`src/rtl/vga_pkg.sv`:
```
// Shared constants for the key-driven picture positioner: default limits,
// key indices, debouncer state encoding and the saturating axis step.
package vga_pkg;

  localparam int DEF_DEBOUNCE_CYCLES = 1000000;
  localparam int DEF_X_LIMIT         = 320;
  localparam int DEF_Y_LIMIT         = 120;

  localparam int KEY_RIGHT = 0;
  localparam int KEY_LEFT  = 1;
  localparam int KEY_DOWN  = 2;
  localparam int KEY_UP    = 3;

  localparam logic [0:0] DB_STABLE   = 1'b0;
  localparam logic [0:0] DB_COUNTING = 1'b1;

  typedef logic signed [15:0] offset_t;

  // The increment key wins outright; when it is blocked at the limit, the
  // decrement key is deliberately not consulted.
  function automatic offset_t step_axis(input offset_t off, input logic inc,
                                        input logic dec, input offset_t lim);
    offset_t res;
    res = off;
    if (inc) begin
      if (off < lim) res = off + 16'sd1;
    end else if (dec) begin
      if (off > -lim) res = off - 16'sd1;
    end
    return res;
  endfunction

endpackage

```
`src/rtl/key_debounce.sv`:
```
// One pushbutton: 2-flop synchronizer followed by a STABLE/COUNTING
// debouncer that accepts a new level after DEBOUNCE_CYCLES stable samples.
module key_debounce
  import vga_pkg::*;
#(
  parameter int DEBOUNCE_CYCLES = DEF_DEBOUNCE_CYCLES
) (
  input  logic clock_50,
  input  logic reset_n,
  input  logic key_raw,
  output logic pressed
);

  localparam int CNT_W = (DEBOUNCE_CYCLES > 1) ? $clog2(DEBOUNCE_CYCLES) : 1;
  localparam logic [CNT_W-1:0] CNT_LAST = CNT_W'(DEBOUNCE_CYCLES - 1);

  logic [1:0]       sync_reg;
  logic [0:0]       state_reg, state_next;
  logic [CNT_W-1:0] cnt_reg, cnt_next;
  logic             level_reg, level_next;
  logic             key_sync;

  assign key_sync = sync_reg[1];

  always_comb begin
    state_next = state_reg;
    cnt_next   = cnt_reg;
    level_next = level_reg;
    case (state_reg)
      DB_STABLE: begin
        cnt_next = '0;
        if (key_sync != level_reg) state_next = DB_COUNTING;
      end
      default: begin
        if (key_sync == level_reg) begin
          state_next = DB_STABLE;
          cnt_next   = '0;
        end else if (cnt_reg == CNT_LAST) begin
          level_next = key_sync;
          cnt_next   = '0;
          state_next = DB_STABLE;
        end else begin
          cnt_next = cnt_reg + CNT_W'(1);
        end
      end
    endcase
  end

  // Raw keys idle high, so the synchronizer and accepted level reset released.
  always_ff @(posedge clock_50 or negedge reset_n) begin
    if (!reset_n) begin
      sync_reg  <= 2'b11;
      state_reg <= DB_STABLE;
      cnt_reg   <= '0;
      level_reg <= 1'b1;
    end else begin
      sync_reg  <= {sync_reg[0], key_raw};
      state_reg <= state_next;
      cnt_reg   <= cnt_next;
      level_reg <= level_next;
    end
  end

  assign pressed = ~level_reg;

endmodule

```
`src/rtl/key_pos_ctrl.sv`:
```
// Moves a picture offset by one pixel per frame while debounced keys are held,
// clamping each axis at its configured +/- limit.
module key_pos_ctrl
  import vga_pkg::*;
#(
  parameter int DEBOUNCE_CYCLES = DEF_DEBOUNCE_CYCLES,
  parameter int X_LIMIT         = DEF_X_LIMIT,
  parameter int Y_LIMIT         = DEF_Y_LIMIT
) (
  input  logic        clock_50,
  input  logic        reset_n,
  input  logic        k0,
  input  logic        k1,
  input  logic        k2,
  input  logic        k3,
  input  logic        vert_sync,
  output logic [3:0]  key_down,
  output logic [15:0] x_off,
  output logic [15:0] y_off,
  output logic        frame_tick
);

  localparam offset_t X_LIM = offset_t'(X_LIMIT);
  localparam offset_t Y_LIM = offset_t'(Y_LIMIT);

  logic [3:0] keys_raw;
  logic [3:0] key_down_w;
  logic [1:0] vs_sync_reg;
  logic       vs_prev_reg;
  logic       tick_reg;
  offset_t    x_off_reg, x_off_next;
  offset_t    y_off_reg, y_off_next;

  assign keys_raw = {k3, k2, k1, k0};

  generate
    for (genvar gi = 0; gi < 4; gi++) begin : g_key
      key_debounce #(
        .DEBOUNCE_CYCLES(DEBOUNCE_CYCLES)
      ) u_debounce (
        .clock_50(clock_50),
        .reset_n (reset_n),
        .key_raw (keys_raw[gi]),
        .pressed (key_down_w[gi])
      );
    end
  endgenerate

  // Tick fires once per synchronized rising edge, however long vert_sync stays high.
  always_ff @(posedge clock_50 or negedge reset_n) begin
    if (!reset_n) begin
      vs_sync_reg <= 2'b00;
      vs_prev_reg <= 1'b0;
      tick_reg    <= 1'b0;
    end else begin
      vs_sync_reg <= {vs_sync_reg[0], vert_sync};
      vs_prev_reg <= vs_sync_reg[1];
      tick_reg    <= vs_sync_reg[1] & ~vs_prev_reg;
    end
  end

  always_comb begin
    x_off_next = x_off_reg;
    y_off_next = y_off_reg;
    if (tick_reg) begin
      x_off_next = step_axis(x_off_reg, key_down_w[KEY_RIGHT], key_down_w[KEY_LEFT], X_LIM);
      y_off_next = step_axis(y_off_reg, key_down_w[KEY_DOWN], key_down_w[KEY_UP], Y_LIM);
    end
  end

  always_ff @(posedge clock_50 or negedge reset_n) begin
    if (!reset_n) begin
      x_off_reg <= '0;
      y_off_reg <= '0;
    end else begin
      x_off_reg <= x_off_next;
      y_off_reg <= y_off_next;
    end
  end

  assign key_down   = key_down_w;
  assign x_off      = x_off_reg;
  assign y_off      = y_off_reg;
  assign frame_tick = tick_reg;

endmodule

```
`config.mk`:
```
export PLATFORM = sky130hd
export DESIGN_NAME = key_pos_ctrl
export DESIGN_NICKNAME = d
export VERILOG_FILES = /design/src/rtl/vga_pkg.sv /design/src/rtl/key_debounce.sv /design/src/rtl/key_pos_ctrl.sv
export SDC_FILE = /design/constraint.sdc
export NUM_CORES = 1
export LEC_CHECK = 0
export ABC_AREA = 1
export CELL_PAD_IN_SITES_DETAIL_PLACEMENT = 1
export CELL_PAD_IN_SITES_GLOBAL_PLACEMENT = 1
export CORE_ASPECT_RATIO = 2
export CORE_UTILIZATION = 40
export CTS_CLUSTER_DIAMETER = 80
export DETAILED_ROUTE_END_ITERATION = 8
export GPL_TIMING_DRIVEN = 0
export PLACE_DENSITY_LB_ADDON = 0.1
export SLEW_MARGIN = 15
export SYNTH_ARGS = -nofsm -noshare
export SYNTH_HDL_FRONTEND = slang
export SYNTH_SLANG_ARGS = --single-unit
```
`constraint.sdc`:
```
create_clock -name clock_50 -period 1.9 [get_ports clock_50]
set_input_delay 0.57 -clock clock_50 [delete_from_list [all_inputs] [get_ports clock_50]]
set_output_delay 0.57 -clock clock_50 [all_outputs]
set_load 0.01 [all_outputs]
```
# Word level (Yosys, flattened, before mapping)
# Index checks and enable logic that the tools add are counted.
word_totals:
  wordCells: 103
  ff_bits: 132
  output_inout_bits: 37
classes:
  n_mux: 36
  eq_ne: 16
  n_bitwise: 10
  reduce_logical: 8
  add_sub_neg: 8
  n_lt_le_gt_ge: 4
op_table:
  columns: ["cell", "count"]
  rows:
  - ["two-way mux 20 bit", 12]
  - ["two-way mux 16 bit", 8]
  - ["adder 20 x 1 -> 20 bit, second input constant", 4]
  - ["equality test 20 bit, second input constant", 4]
  - ["adder 16 x 2 -> 16 bit, second input constant", 2]
  - ["subtractor 16 x 2 -> 16 bit, second input constant", 2]
  - ["> comparator 16 x 10 -> 1 bit, second input constant", 1]
  - ["> comparator 16 x 8 -> 1 bit, second input constant", 1]
  - ["less-than comparator 16 x 10 -> 1 bit, second input constant", 1]
  - ["less-than comparator 16 x 8 -> 1 bit, second input constant", 1]
  - ["two-way mux 1 bit", 16]
  - ["AND reduction 3 bit", 4]
  - ["NOT 1 bit", 9]
  - ["!= test 2 bit, second input constant", 4]
  - ["AND reduction 4 bit", 2]
  - ["equality test 1 bit", 4]
  - ["!= test 1 bit", 4]
  - ["nonzero test 2 bit", 2]
  - ["AND 1 bit", 1]

# Depth between registers and ports, before layout
depth:
  word_depth: 4
  mapped_depth: 11
  depth_no_buf: 11

# Hierarchy
# A second synthesis with hierarchy kept.
unflattened:
  cells_unflattened: 1164
  hier_area_um2: 8509.4
modules_own_cells:
  columns: ["module", "area_per_inst_um2", "cells_per_inst", "instances", "seq_area_each_um2"]
  rows:
  - ["key_debounce", 1280.0, 159, 4, 604.3]
  - ["key_pos_ctrl", 3389.5, 528, 1, 900.9]

# Worst setup path after synthesis
# OpenSTA, ideal clock, no wires.
synth_timing:
  kind: "reg2reg"
  startpoint: "register g_key[2].u_debounce.level_reg"
  endpoint: "register y_off_reg[15] (netlist: y_off[15])"
  stages_incl_launch_ff: 9
  synth_period_minus_slack_ns: 1.873
  arrival_ns: 1.755
  t_required_ns: 1.782
  setup_slack_ns: 0.027
  path_cell_list: "dfstp_2 ha_1 or2_2 nand3_1 nand2_1 nand2_1 nand3_1 nand3_1 nand2_1"
synth_between:
  elab_chain_len: 2
synth_lines:
  columns: ["element", "line", "rtl"]
  rows:
  - ["start: declaration", "key_debounce.sv:20", "logic level_reg, level_next;"]
  - ["start signal: assignment", "key_debounce.sv:60", "level_reg <= level_next;"]
  - ["!= test 2 bit (no source line) or nonzero test 2 bit (tied branches)", null, null]
  - ["AND reduction 4 bit (no source line)", null, null]
  - ["end signal: assignment", "key_pos_ctrl.sv:77", "y_off_reg <= y_off_next;"]
  - ["end: declaration", "key_pos_ctrl.sv:32", "offset_t y_off_reg, y_off_next;"]
# Parallel ways exist; a longest one is shown, timed or not.
# A chain may end at the register's enable or synchronous reset.

# Final worst setup path
layout_timing:
  startpoint: "register g_key[2].u_debounce.level_reg"
  endpoint: "register y_off_reg[14] (netlist: y_off[14])"
# The elaborated chain is that of the path after synthesis.

==> out/summary.log <==
qor: placement.place.detailed.instances 1451
qor: sta.final_hold_violating_endpoints 0
qor: global_route.grt_overflow_total 0
qor: power_and_ir_drop.share_seq_of_total_power 41.6%
qor: global_route.global_route_wire_length_before_repair 40500 um
qor: worst_setup_path.rr_worst_depth 12
qor: detailed_routing.detail_route.wl_per_cell 16.6 um
qor: sta.setup_total_negative_slack -2090 ps
qor: run.timing.max_cap.violations 0
qor: placement.numPortBuffers 43
qor: layout.finalNonFillerCells 1537
qor: sta.period_minus_slack 2060 ps
qor: sta.clock_skew_after_layout 4.99 ps
qor: worst_hold_path.whs_endpoint g_key[2].u_debounce.sync_reg[1]$_DFF_PN1_
qor: sta.max_clock_freq 486 MHz
qor: layout.layout-drive-gt1-share 22.8%
qor: logic_synthesis.synth_warnings 0
qor: logic_synthesis.synth.yosys.seq_area_share 40.4%
qor: logic_synthesis.synth-seq-cells 132
qor: sta.final.period_utilization 108%
qor: floorplanning.fp-row-count 73
qor: global_route.first_global_vias 8531
qor: sta.rsz0062_at_grt true
qor: global_route.grt_start_max_net_pins 100
qor: floorplanning.core_area 0.0200 mm^2
qor: logic_synthesis.synth_nets 1186
qor: layout.multi_input_gate_area 0.00479 mm^2
qor: worst_setup_path.timing.critical_path.required 2230 ps
qor: logic_synthesis.synthCells 1145
qor: floorplanning.initial_utilization 41.1%
qor: clocking.clock_insertion_delay_worst_skew 440 ps
qor: worst_setup_path.max_stage_delay 670 ps
qor: detailed_routing.totalWireLength 25500 um
qor: sta.max_slew_margin 62.6%
qor: clocking.cts_root_buffer sky130_fd_sc_hd__clkbuf_16
qor: clocking.cts_buffers 17
qor: sta.setup-violations-final 31
qor: layout.fin_nets 1303
qor: sta.timing.final.max_slew_violations 0
qor: sta.finalWorstSetupSlack -157 ps
qor: layout.largest_register_ffs 80
qor: power_and_ir_drop.power 7390 uW
qor: logic_synthesis.most_numerous_cell_in_the_yosys_netlist sky130_fd_sc_hd__nand2_1
qor: layout.layout-area-overhead-vs-synth 30.1%
qor: logic_synthesis.cell_area_after_technology_mapping 0.00822 mm^2
qor: logic_synthesis.post_synth_num_cell_types 39
qor: sta.tightestPinTransition 561 ps
qor: floorplanning.die_x 103 um
qor: logic_synthesis.synth.avg_cell_area 7.18 um^2
qor: status.status finished with violations
qor: detailed_routing.dr.first_iter.drc_count 165
qor: layout.antenna_cells 0
qor: worst_setup_path.crit_arrival 2390 ps
qor: power_and_ir_drop.comb_power_share 13.9%
qor: logic_synthesis.synth_commonest_cells sky130_fd_sc_hd__nand2_1 (353), sky130_fd_sc_hd__nor2_1 (171), sky130_fd_sc_hd__inv_1 (155), sky130_fd_sc_hd__dfrtp_1 (120), sky130_fd_sc_hd__nand3_1 (62)
qor: worst_setup_path.worstPathMaxFanout 7
qor: power_and_ir_drop.internal-power 5360 uW
qor: worst_hold_path.hold_path_depth 0
qor: logic_synthesis.synth_area_leaders sky130_fd_sc_hd__dfrtp_1 (37%), sky130_fd_sc_hd__nand2_1 (16%), sky130_fd_sc_hd__nor2_1 (7.8%)
qor: global_route.track_usage 25.5%
qor: worst_setup_path.critical-path-top-delay-family flip-flops
qor: clocking.path_clk_slew 60 ps
qor: layout.area.sequential 0.00334 mm^2
qor: detailed_routing.vias 7841
qor: logic_synthesis.synth_enable_flop_cells 0
qor: detailed_routing.firstDrtPassIters 4
qor: worst_hold_path.hold_path_class reg2reg
qor: logic_synthesis.synth_top_area_share 36.5%
qor: power_and_ir_drop.power.net_switching 2030 uW
qor: placement.place.gp.congestion 0.794
qor: global_route.number_of_antenna_violations_at_the_first_check_in_global_routing 0
qor: floorplanning.fp.dieArea 0.0212 mm^2
qor: clocking.cts_buffer_depth 2
qor: clocking.htree_num_levels 4
qor: power_and_ir_drop.power.leakage 0.00517 uW
qor: layout.utilization 53.5%
qor: status.failed_checks negative setup slack
qor: worst_setup_path.cp_num_buf_inv 4
qor: clocking.cts.sinks 132
qor: detailed_routing.routed_via_density 5.10
qor: power_and_ir_drop.worst_ir_drop_on_vdd 0.570 mV
qor: detailed_routing.drcViolationCount 0
qor: power_and_ir_drop.pwr_density_cell 691 mW/mm^2
qor: power_and_ir_drop.switching_power_share_of_the_total 27.4%
qor: worst_setup_path.endpoint_kind flip-flop
qor: worst_setup_path.path_cells buf_12 > buf_12 > ha_4 > nand2_2 > inv_1 > nand2_1 > inv_1 > and2_1 > nand2_2 > nand3_1 > nand3_1 > nand2_1
qor: power_and_ir_drop.clockPowerShare 44.5%
qor: clocking.tritoncts yes
qor: floorplanning.num_io_pins 44
qor: placement.dp.final_hpwl 17800 um
qor: logic_synthesis.synth_area_leader_cell sky130_fd_sc_hd__dfrtp_1
qor: worst_setup_path.critical_path_class reg2reg
qor: floorplanning.chip_height 205 um
qor: worst_setup_path.worstSetupStartpointType flip-flop
qor: worst_setup_path.regToRegSetupSlack -160 ps
qor: placement.post-place-ws -399 ps
qor: worst_setup_path.timing.critical_path.slowest_stage_cell sky130_fd_sc_hd__dfstp_4
qor: worst_setup_path.critical_path.reg2reg.startpoint g_key[2].u_debounce.level_reg$_DFFE_PN1P_
qor: worst_setup_path.crit-reg2reg-capture y_off[14]$_DFFE_PN0P_
qor: worst_hold_path.min_from g_key[2].u_debounce.sync_reg[0]$_DFF_PN1_
qor: logic_synthesis.synth_ff_type sky130_fd_sc_hd__dfrtp_1
qor: layout.fillerInstances 2505
qor: logic_synthesis.async_reset_ff_share 100%
qor: detailed_routing.post_route_antenna_net_violation_count 0
==> through the flow <==
stage | area [um^2] | hold slack, ps
floorplan | 8220 | 274
global placement | 8980 | 346
detailed placement | 9010 | 347
CTS | 10100 | 356
global route | 10700 | 363
finish | 10700 | 356
==> metal layers <==
layer,track usage (%),up-vias,share of wire [%]
met5,0,-,0
met4,12.2,0,4.0
met3,4.50,60,2.1
met2,51.0,97,59
met1,23.2,3860,35
li1,-,3824,-
==> layout by cell type (no fill, tap or decap), drive strengths merged, types with 11 or more instances in the layout <==
cell type	n
a21oi	37
buf	70
clkbuf	23
dfrtp	120
dfstp	12
dlygate4sd2	32
ha	32
inv	160
nand2	361
nand3	64
nand3b	11
nand4	27
nor2	184
nor3	52
o21ai	12
xor2	33
==> worst register-to-register path, stage by stage, from the launching register on <==
cell and delay, ps:
sky130_fd_sc_hd__dfstp_4 670, sky130_fd_sc_hd__buf_12 140, sky130_fd_sc_hd__buf_12 150, sky130_fd_sc_hd__ha_4 230
sky130_fd_sc_hd__nand2_2 90, sky130_fd_sc_hd__inv_1 70, sky130_fd_sc_hd__nand2_1 90, sky130_fd_sc_hd__inv_1 60
sky130_fd_sc_hd__and2_1 170, sky130_fd_sc_hd__nand2_2 60, sky130_fd_sc_hd__nand3_1 80, sky130_fd_sc_hd__nand3_1 100
sky130_fd_sc_hd__nand2_1 50
==> layout make-up <==
cell class,count,area share (%)
Buffer,12,1.16
Clock buffer,22,4.62
Clock inverter,10,0.901
Inverter,159,5.60
Multi-Input combinational cell,842,44.8
Sequential cell,132,31.3
Tap cell,262,3.07
Timing Repair Buffer,98,8.61
==> how the worst max path moves through the flow <==
stage                                                   start                                  endpoint  slack [ps]  cells after the start
floorplan           g_key[2].u_debounce.level_reg$_DFFE_PN1P_                     y_off[15]$_DFFE_PN0P_          30                      8
global placement                                      reset_n  g_key[0].u_debounce.cnt_reg[9]$_DFF_PN0_       -5380                      1
detailed placement  g_key[2].u_debounce.level_reg$_DFFE_PN1P_                     y_off[15]$_DFFE_PN0P_        -400                      9
CTS                 g_key[2].u_debounce.level_reg$_DFFE_PN1P_                     y_off[14]$_DFFE_PN0P_        -140                     11
global route        g_key[0].u_debounce.level_reg$_DFFE_PN1P_                     x_off[14]$_DFFE_PN0P_        -280                     12
finish              g_key[2].u_debounce.level_reg$_DFFE_PN1P_                     y_off[14]$_DFFE_PN0P_        -160                     12
==> cells by family after synthesis <==
kind of cell	share of synthesized area [%]
buffers and inverters	8.58
XOR/XNOR	4.58
AO/OA/AOI/OAI	3.64
adder cells (fa/ha/maj)	5.36
flip-flops	40.4
AND/OR/NAND/NOR	37.5
==> power by group through the flow <==
stage | Combinational (uW) | Clock, uW | Sequential, uW
detailed placement | 843 | 0 | 3120
global route | 1130 | 3450 | 3090
floorplan | 410 | 0 | 3130
finish | 1030 | 3290 | 3070
CTS | 917 | 3360 | 3060
global placement | 816 | 0 | 3120
==> repair_timing <==
item,CTS,global route
setup buffers,31,20
hold endpoints to repair,17,0
hold buffers,1,0
pin swaps,12,38
gates resized for setup,126,107
endpoints found under the setup margin,67,70
gates cloned,1,1
Note: power is estimated with default switching activity, not from simulation.
